==> config.mk <==
export PLATFORM = sky130hd
export DESIGN_NAME = twin_word_serializer
export DESIGN_NICKNAME = d
export VERILOG_FILES = /design/src/rtl/twin_word_serializer.sv
export SDC_FILE = /design/constraint.sdc
export NUM_CORES = 1
export LEC_CHECK = 0
export BUFFER_PORTS_ARGS = -buffer_cell sky130_fd_sc_hd__buf_2
export CAP_MARGIN = 10
export CORE_ASPECT_RATIO = 1.25
export CORE_MARGIN = 4
export CORE_UTILIZATION = 32
export CTS_BUF_LIST = sky130_fd_sc_hd__clkbuf_16
export DETAILED_ROUTE_END_ITERATION = 8
export GPL_ROUTABILITY_DRIVEN = 0
export SETUP_SLACK_MARGIN = 0.2
export SYNTH_ARGS = -nofsm -noshare
export SYNTH_HDL_FRONTEND = slang
export SYNTH_SLANG_ARGS = --single-unit
==> constraint.sdc <==
create_clock -name clk -period 3.4 [get_ports clk]
set_input_delay 0.17 -clock clk [delete_from_list [all_inputs] [get_ports clk]]
set_output_delay 0.17 -clock clk [all_outputs]
set_load 0.01 [all_outputs]
==> src/rtl/twin_word_serializer.sv <==
// twin_word_serializer
//   Takes one (d1, d2) word pair per valid/ready handshake and sends it on a
//   single serial line, LSB first: all of d1, then all of d2, then an optional
//   even-parity bit over the 2*WIDTH data bits.
//
// Ports
//   clk         system clock, rising edge
//   rst         asynchronous reset, active low
//   clr         synchronous abort, active high; drops the current frame
//   in_valid    producer offers a pair on d1/d2
//   in_ready    pair can be accepted (IDLE only)
//   d1, d2      first and second word of the pair
//   ser_out     serial data bit
//   ser_valid   ser_out carries a frame bit
//   frame_start cycle carrying d1[0]
//   frame_end   cycle carrying the last frame bit
//   busy        frame in progress
//   done        one-cycle pulse in the first IDLE cycle after a normal frame
module twin_word_serializer #(
    parameter int unsigned WIDTH     = 8,
    parameter bit          PARITY_EN = 1'b1
) (
    input  logic             clk,
    input  logic             rst,
    input  logic             clr,
    input  logic             in_valid,
    output logic             in_ready,
    input  logic [WIDTH-1:0] d1,
    input  logic [WIDTH-1:0] d2,
    output logic             ser_out,
    output logic             ser_valid,
    output logic             frame_start,
    output logic             frame_end,
    output logic             busy,
    output logic             done
);

    localparam int unsigned CW = $clog2(WIDTH) + 1;

    typedef enum logic [1:0] {
        StIdle,
        StSend1,
        StSend2,
        StParity
    } state_t;

    state_t           state_q;
    logic [WIDTH-1:0] sh1_q;
    logic [WIDTH-1:0] sh2_q;
    logic [CW-1:0]    cnt_q;
    logic             par_q;
    logic             done_q;
    logic             last_bit;

    // Terminal count is evaluated in the cycle the bit is on the line.
    assign last_bit = (cnt_q == CW'(WIDTH - 1));

    always_ff @(posedge clk or negedge rst) begin
        if (!rst) begin
            state_q <= StIdle;
            sh1_q   <= '0;
            sh2_q   <= '0;
            cnt_q   <= '0;
            par_q   <= 1'b0;
            done_q  <= 1'b0;
        end else begin
            done_q <= 1'b0;
            if (clr) begin
                // Abort wins over accept and never produces a done pulse.
                state_q <= StIdle;
                sh1_q   <= '0;
                sh2_q   <= '0;
                cnt_q   <= '0;
                par_q   <= 1'b0;
            end else begin
                unique case (state_q)
                    StIdle: begin
                        if (in_valid) begin
                            sh1_q   <= d1;
                            sh2_q   <= d2;
                            cnt_q   <= '0;
                            par_q   <= 1'b0;
                            state_q <= StSend1;
                        end
                    end
                    StSend1: begin
                        sh1_q <= sh1_q >> 1;
                        par_q <= par_q ^ sh1_q[0];
                        if (last_bit) begin
                            cnt_q   <= '0;
                            state_q <= StSend2;
                        end else begin
                            cnt_q <= cnt_q + CW'(1);
                        end
                    end
                    StSend2: begin
                        sh2_q <= sh2_q >> 1;
                        par_q <= par_q ^ sh2_q[0];
                        if (last_bit) begin
                            cnt_q <= '0;
                            if (PARITY_EN) begin
                                state_q <= StParity;
                            end else begin
                                state_q <= StIdle;
                                par_q   <= 1'b0;
                                done_q  <= 1'b1;
                            end
                        end else begin
                            cnt_q <= cnt_q + CW'(1);
                        end
                    end
                    StParity: begin
                        state_q <= StIdle;
                        par_q   <= 1'b0;
                        done_q  <= 1'b1;
                    end
                    default: state_q <= StIdle;
                endcase
            end
        end
    end

    // All outputs decode registered state only; no input-to-output path.
    always_comb begin
        ser_out     = 1'b0;
        ser_valid   = (state_q != StIdle);
        busy        = (state_q != StIdle);
        in_ready    = (state_q == StIdle);
        frame_start = (state_q == StSend1) && (cnt_q == '0);
        frame_end   = PARITY_EN ? (state_q == StParity)
                                : ((state_q == StSend2) && last_bit);
        done        = done_q;
        case (state_q)
            StSend1:  ser_out = sh1_q[0];
            StSend2:  ser_out = sh2_q[0];
            StParity: ser_out = par_q;
            default:  ser_out = 1'b0;
        endcase
    end

endmodule

# After elaboration in Yosys (flattened, before gate mapping)
# Cells that the tools add are included.
[word_totals]
input_bits = 20
regBits = 24
word_cells = 49
out_inout_bits = 7
[op_classes]
add_sub_neg = 1
reduce_logical = 12
n_mux = 21
eq_ne = 7
bitwise = 2
[ops]
columns = ["cell", "count"]
rows = [
  ["$mux 8", 4],
  ["$pmux 8 s2", 2],
  ["$mux 4", 3],
  ["$ne 3x3->1 const B", 3],
  ["$reduce_bool 3->1", 3],
  ["$mux 2", 4],
  ["$pmux 2 s4", 1],
  ["$pmux 4 s2", 1],
  ["$reduce_and 2->1", 3],
  ["$add 4x1->4 const B", 1],
  ["$eq 2x2->1 const B", 2],
  ["$eq 4x3->1 const B", 1],
  ["$logic_not 4->1", 1],
  ["$mux 1", 4],
  ["$pmux 1 s4", 1],
  ["$pmux 1 s3", 1],
  ["$reduce_and 3->1", 1],
  ["$eq 2x1->1 const B", 1],
  ["$logic_not 2->1", 1],
  ["$reduce_bool 2->1", 1],
  ["$reduce_or 2->1", 1],
  ["$xor 1x1->1", 2],
  ["$logic_and 1x1->1", 1],
]

# Logic depth before layout (Yosys ltp)
# Gate-level depths: netlist (run 1).
[depth]
ltp_word = 4
depth_mapped = 7
mapped_depth_nobuf = 5

# Worst setup path before layout (run 1)
# OpenSTA, ideal clock, no wires.
[synth_timing]
path_kind = "register -> register"
from = "register state_q[1]"
to = "register cnt_q[3]"
setup_slack_ns = 1.695
synth_period_minus_slack_ns = 1.705
stages_incl_launch_ff = 7
setup_time_ns = 0.082
arrival_ns = 1.623
required_time_ns = 3.318
n_path_buf = 1
path_cell_list = "dfrtp_1 > inv_2 > ha_1 > buf_6 > nor2b_4 > or4_1 > o22ai_1"
[synth_between]
word_cells_on_any_way = 9
cone_classes = "eq/ne: 3; mux: 2; reduce/logical: 4"
[synth_lines]
columns = ["item", "line_no", "rtl"]
rows = [
  ["start: declaration", "47", "state_t state_q;"],
  ["start signal: assignment", "60", "state_q <= StIdle;"],
  ["start signal: assignment", "70", "state_q <= StIdle;"],
  ["start signal: assignment", "83", "state_q <= StSend1;"],
  ["$logic_not 2->1 *", "n/a", ""],
  ["via in_ready", "27", "output logic in_ready,"],
  ["$pmux 4 s2 (tied with other cells)", "76", "unique case (state_q)"],
  ["$mux 4 / $reduce_and 2->1 (equally long branches)", "n/a", ""],
  ["end signal: assignment", "93", "cnt_q <= cnt_q + CW'(1);"],
  ["end signal: assignment", "109", "cnt_q <= cnt_q + CW'(1);"],
  ["end: declaration", "50", "logic [CW-1:0] cnt_q;"],
]
# Mark *: on every way through the listed nets, which the timed path passes. The rest lies on a longest branch.
# A chain may end at the register's enable or synchronous reset.

# Worst setup path in the final report (run 1)
[layout_timing]
from = "register state_q[1]"
to = "output port ser_out"
[layout_between]
elab_chain_cells = 2
word_cells_on_any_way = 4
cone_classes = "eq/ne: 3; mux: 1"
[layout_rtl]
columns = ["item", "line_no", "rtl"]
rows = [
  ["$eq 2x2->1 / $eq 2x1->1 (equally long branches)", "133", "case (state_q)"],
  ["$pmux 1 s3 *", "133", ""],
  ["end: declaration", "30", "output logic ser_out,"],
]
# Every way passes the cells marked *; elsewhere a longest branch is shown, timed or not.

==> metrics.md, run 1 <==
| Metric | Value |
|---|---|
| Status | `finished clean` |
| Slew Limit Fails | `0` |
| Post-synthesis cell count | `137` |
| P_sw | `roughly 470 uW` |
| Clock Power Share | `0.207` |
| Worst setup path start | `state_q[1]` |
| Placeable Area | `around 4400 um2` |
| Top_reg_cell synth | `dfrtp_1` |
| Post-synth EDFFs | `0` |
| Final Instance Area | `1670 um2` |
| RSZ-0062 raised after global routing | `no` |
| Slew headroom | `0.613` |
| Yosys top cell by area | `dfrtp_1` |
| Fin Clk Skew | `0.00356 ns` |
| Post-CTS Setup Bufs | `0` |
| Int Pwr | `around 750 uW` |
| DRT iter0 DRCs | `40` |
| Yosys warns | `0` |
| Dpl hpwl | `~2500 um` |
| Final Cycle Share | `0.580` |
| Core Rows | `27` |
| CP Capture Point | `ser_out` |
| Clock Path Buffers | `2` |
| WP data arrival | `about 1.8 ns` |
| Hold Slack | `0.174 ns` |
| Required time of the critical path | `3.23 ns` |
| Crit-path cells | `inv_2, ha_1, a222oi_1, nor2_1, buf_2` |
| Area delta synth->final | `15.9%` |
| Tot GR Track Use | `0.128` |
| Register-to-register setup slack | `approximately 1.5 ns` |
| Num Clock Sinks | `24` |
| Crit Path Class | `reg -> out` |
| # DRC | `0` |
| Mapped Avg Cell Area | `roughly 11 um2` |
| Max stage delay on crit path | `about 0.53 ns` |
| # diodes | `0` |
| PwrDens | `732 nW/um2` |
| Die X | `just under 70 um` |
| WL final | `about 3200 um` |
| FFs w/ async S/R, synth | `1.00` |
| Total grt overflow | `0` |
| Largest cells by area after synthesis | `dfrtp_1, mux2i_1, ha_1, mux2_1, o2bb2ai_1` |
| Nets | `187` |
| Worst R2R Path Depth | `5` |
| CP max-delay cell | `ha_1` |
| DIE AREA | `approximately 5700 um2` |
| Crit start category | `flop` |
| Seq/Total Area, Yosys | `0.416` |
| Layout cells sized above 1 | `0.208` |
| Initial antenna violation count | `0` |
| Yosys top cell area share | `0.416` |
| Clock transition at path regs | `0.06 ns` |
| Cell variety after synth | `40` |
| Worst r2r dst | `sh1_q[6]` |
| Power share of the sequential group | `0.338` |
| I/O pins | `27` |
| Root buf cell | `clkbuf_16` |
| Setup TNS | `0 ns` |
| Post-Syn Area | `1440 um2` |
| Port Buf Inserts | `26` |
| Die H | `83.1 um` |
| WL/cell | `approximately 15 um` |
| Number of global-route vias before repair | `roughly 1200` |
| Slew @ Worst Pin | `roughly 0.58 ns` |
| CTS Buf Count | `3` |
| F_max | `around 510 MHz` |
| Synth Register Bits | `24` |
| Final setup violation count | `0` |
| Reg2reg start | `state_q[1]` |
| Critical path endpoint category | `output port` |
| Final Hold Viols | `0` |
| Drt first pass iters | `5` |
| CTS resizes | `0` |
| Hold buffers post-CTS | `1` |
| Mapped Nets | `about 160` |
| First-pass GRT wire length | `roughly 5600 um` |
| Worst min path class | `in -> reg` |
| Largest net degree at the start of global routing | `25` |
| # Max-Cap Violations | `0` |
| Area of placed instances | `between 1500 and 2000 um2` |
| Vias per inst | `a little over 5` |
| Worst VDD drop | `about 0.22 mV` |
| Clk_lat worst skew | `around 0.26 ns` |
| Switching share of power | `0.388` |
| CTS tree | `done` |
| Worst slack at placement | `around 1.5 ns` |
| Post-route setup slack | `1.43 ns` |
| Min Clock Period, post-route | `between 1.5 and 2 ns` |
| Remaining antenna violation count | `0` |
| Routed vias | `about 1100` |
| Max FO, Critical Path | `12` |
| P_leak | `0.789 nW` |
| Combinational group share of total power | `0.455` |
| H-tree depth | `1` |
| Initial Util | `0.329` |
## final cells by class
type                    instances  area, um2
repair buffers                 27        140
flip-flops and latches         24        601
clock inverters                 1       3.75
well taps                      58       72.6
multi-input cells              97        756
inverters                       7       26.3
clock buffers                   3       75.1
fillers                       478       2720
## layout by cell type, fill, tap and decap left out, types with 2 or more instances in the layout
master,n
or4_1,2
nand2_1,5
and3b_1,2
ha_1,7
nand2b_1,3
nor2_1,11
clkbuf_16,3
a31oi_1,2
dfrtp_1,24
a21oi_1,3
nor2b_1,4
inv_1,6
nor4_1,3
mux2_1,7
o21ai_0,2
buf_2,26
mux2i_1,16
a21o_1,2
o2bb2ai_1,6
nand3_1,5
## cell families (layout without fill, tap and decap cells)
| family | count (synthesis) | count (layout) | synth area share |
|---|---|---|---|
| DFF | 24 | 24 | 0.416 |
| buffers and inverters | 16 | 38 | 0.0606 |
| AOI/OAI and AO/OA | 25 | 25 | 0.133 |
| muxes | 23 | 23 | 0.166 |
| adders and majority gates | 7 | 7 | 0.0607 |
| and+or+nand+nor | 42 | 42 | 0.165 |
## worst max-delay path: cells and delay by family, from the launching register on
| kind | cells | cell delay, ns |
|---|---|---|
| and+or+nand+nor | 1 | 0.14 |
| adders and majority gates | 1 | 0.53 |
| DFF | 1 | 0.46 |
| buffers and inverters | 2 | 0.27 |
| AOI/OAI and AO/OA | 1 | 0.14 |
## state kept, by name, indices dropped and copies added (netlist names)
name / flops
cnt_q: 4
par_q: 1
sh2_q: 8
done: 1
state_q: 2
sh1_q: 8
## worst min path at each step
stage,startpoint,to,cells after the start
CTS,d1[7],sh1_q[7],3
detailed placement,rst,cnt_q[0],1
finish,d1[7],sh1_q[7],3
floorplan,rst,cnt_q[0],0
global placement,rst,cnt_q[0],1
global route,d1[7],sh1_q[7],3
## stage by stage
stage,util,power [mW],cells
after floorplan,-,0.878,137
after global placement,0.361,0.960,212
after detailed placement,0.361,0.982,212
after CTS,0.381,1.24,217
after global routing,0.381,1.33,217
final,0.381,1.22,217
## synth_stat cells (all sizes together), types with 2 or more instances
library cell,n
dfrtp,24
and3b,2
a31oi,2
nand2b,4
mux2,7
or4,2
o2bb2ai,6
nor2b,5
a21o,2
ha,7
inv,7
nor2,11
nor4,3
nand2,5
mux2i,16
nand3,5
buf,8
a21oi,4
o21ai,3
## power groups by stage
stage          sequential [mW]  clock, mW  combinational [mW]
3_5_place_dp             0.419          0               0.564
2_1_floorplan            0.401          0               0.477
3_3_place_gp             0.414          0               0.546
4_1_cts                  0.414      0.260               0.568
6_report                 0.414      0.253               0.558
5_1_grt                  0.426      0.272               0.631
## metal layers
layer  global-route usage  wire length (um)
met3               0.0162                95
met1                0.160              1350
met2                0.207              1700
met4               0.0705               101
met5                    0                 0
Note: power is estimated with default switching activity, not from simulation.
==> inputs of run 2 (changes only) <==
Clock period 3.4 ns to 2 ns, I/O delays scaled along.
==> metrics.md, run 2 (synthesized netlist as in run 1, its figures left out) <==
| Metric | Value |
|---|---|
| H-tree depth | `1` |
| Final Instance Area | `between 1500 and 2000 um2` |
| Register-to-register setup slack | `just over 0.3 ns` |
| P_leak | `roughly 0.8 nW` |
| Status | `finished clean` |
| Hold endpoint | `sh1_q[7]` |
| Post-Layout Cell Count | `220` |
| # diodes | `0` |
| F_max | `between 500 and 600 MHz` |
| # Max-Cap Violations | `0` |
| WL final | `3340 um` |
| I/O pins | `27` |
| Slew @ Worst Pin | `roughly 0.54 ns` |
| PwrDens | `~1300 nW/um2` |
| Worst R2R Path Depth | `5` |
| WP data arrival | `about 1.6 ns` |
| Remaining antenna violation count | `0` |
| Total grt overflow | `0` |
| Top flop regs | `sh1_q: 8 flops, sh2_q: 8 flops, cnt_q: 4 flops` |
| # DRC | `0` |
| Vias per inst | `5.22` |
| Root buf cell | `clkbuf_16` |
| Die X | `68.1 um` |
| Die H | `between 80 and 90 um` |
| Core Rows | `27` |
| Setup TNS | `0 ns` |
| Largest net degree at the start of global routing | `25` |
| Initial Util | `0.329` |
| Placeable Area | `4390 um2` |
| Clock transition at path regs | `approximately 0.060 ns` |
| Hold_sp | `d1[7]` |
| CTS Buf Count | `3` |
| Worst r2r dst | `par_q` |
| Critical path endpoint category | `output port` |
| Drt first pass iters | `4` |
| WL/cell | `15.2 um` |
| Dpl hpwl | `between 2000 and 3000 um` |
| Max FO, Critical Path | `9` |
| Fin Clk Skew | `approximately 0.0034 ns` |
| DRT iter0 DRCs | `39` |
| Max stage delay on crit path | `between 0.4 and 0.5 ns` |
| Num Clock Sinks | `24` |
| Final Hold Viols | `0` |
| DIE AREA | `5660 um2` |
| Most common cell after layout, fill and taps aside | `buf_2` |
| Initial antenna violation count | `0` |
| Reg2reg start | `state_q[1]` |
| Area of placed instances | `about 1600 um2` |
| Crit start category | `flop` |
| Number of global-route vias before repair | `about 1300` |
| Worst hold path depth | `3` |
| Final setup violation count | `0` |
| Nets | `approximately 190` |
| Slew headroom | `0.637` |
| Crit Path Class | `reg -> out` |
| Clock Path Buffers | `2` |
| Crit-path cells | `inv_2, ha_1, buf_6, nand2_1, nor3_1, buf_2` |
| Post-layout util | `0.392` |
| Min Clock Period, post-route | `1.72 ns` |
| Commonest cells after routing, fill and taps aside | `buf_2, dfrtp_1, mux2i_1` |
| Post-Place Cells | `about 220` |
| Final Cycle Share | `0.860` |
| Worst VDD drop | `between 0.3 and 0.4 mV` |
| CP max-delay cell | `dfrtp_2` |
| CTS tree | `done` |
| Routed vias | `roughly 1100` |
| Port Buf Inserts | `26` |
| Area delta synth->final | `19.2%` |
| Clk_lat worst skew | `roughly 0.26 ns` |
| Tot GR Track Use | `0.132` |
| Required time of the critical path | `1.90 ns` |
| Worst min path class | `in -> reg` |
| First-pass GRT wire length | `roughly 5800 um` |
| Slew Limit Fails | `0` |
| RSZ-0062 raised after global routing | `no` |
| Layout cells sized above 1 | `0.259` |
==> run 2: what timing repair did <==
item | 4_1_cts | 5_1_grt
hold endpoints to repair | 24 | 0
pin swaps | 0 | 1
hold buffers | 1 | 0
endpoints found under the setup margin | 6 | 23
buffers inserted | 0 | 0
resized for setup | 1 | 6
==> run 2: power by group <==
group          total [mW]  switching (mW)  internal (mW)
Combinational        1.05           0.577          0.470
Sequential          0.702          0.0916          0.610
Clock               0.428           0.163          0.264
==> run 2: worst max-delay path, delay by kind of cell, from the launching register on <==
family	cells	cell delay (ns)
adders and majority gates	1	0.26
buffers and inverters	3	0.47
DFF	1	0.46
and+or+nand+nor	2	0.17
==> run 2: layout make-up <==
class	count	area, um2
Sequential cell	24	602
Inverter	7	26.3
Fill cell	438	2670
Multi-Input combinational cell	97	771
Timing Repair Buffer	31	174
Clock buffer	3	75.1
Tap cell	58	72.6
==> run 2: layer usage <==
layer  track usage  routed length, um
met1         0.154               1350
met2         0.219               1800
met3        0.0230                120
met4        0.0778                 75
met5             0                  0
==> run 2: worst max-delay path by stage <==
stage,startpoint,to,depth (start not counted)
detailed placement,state_q[1],sh2_q[3],4
global route,state_q[1],frame_start,6
CTS,state_q[1],par_q,5
floorplan,state_q[1],cnt_q[3],6
finish,state_q[1],frame_start,6
global placement,state_q[1],sh2_q[2],4
==> run 2: metrics by stage <==
stage          setup slack, ns  hold WS [ns]  power [mW]
2_1_floorplan            0.295        -0.196        1.49
3_3_place_gp             0.280         0.118        1.68
3_5_place_dp             0.195         0.121        1.71
4_1_cts                  0.227         0.108        2.15
5_1_grt                  0.182         0.125        2.35
6_report                 0.280         0.105        2.18
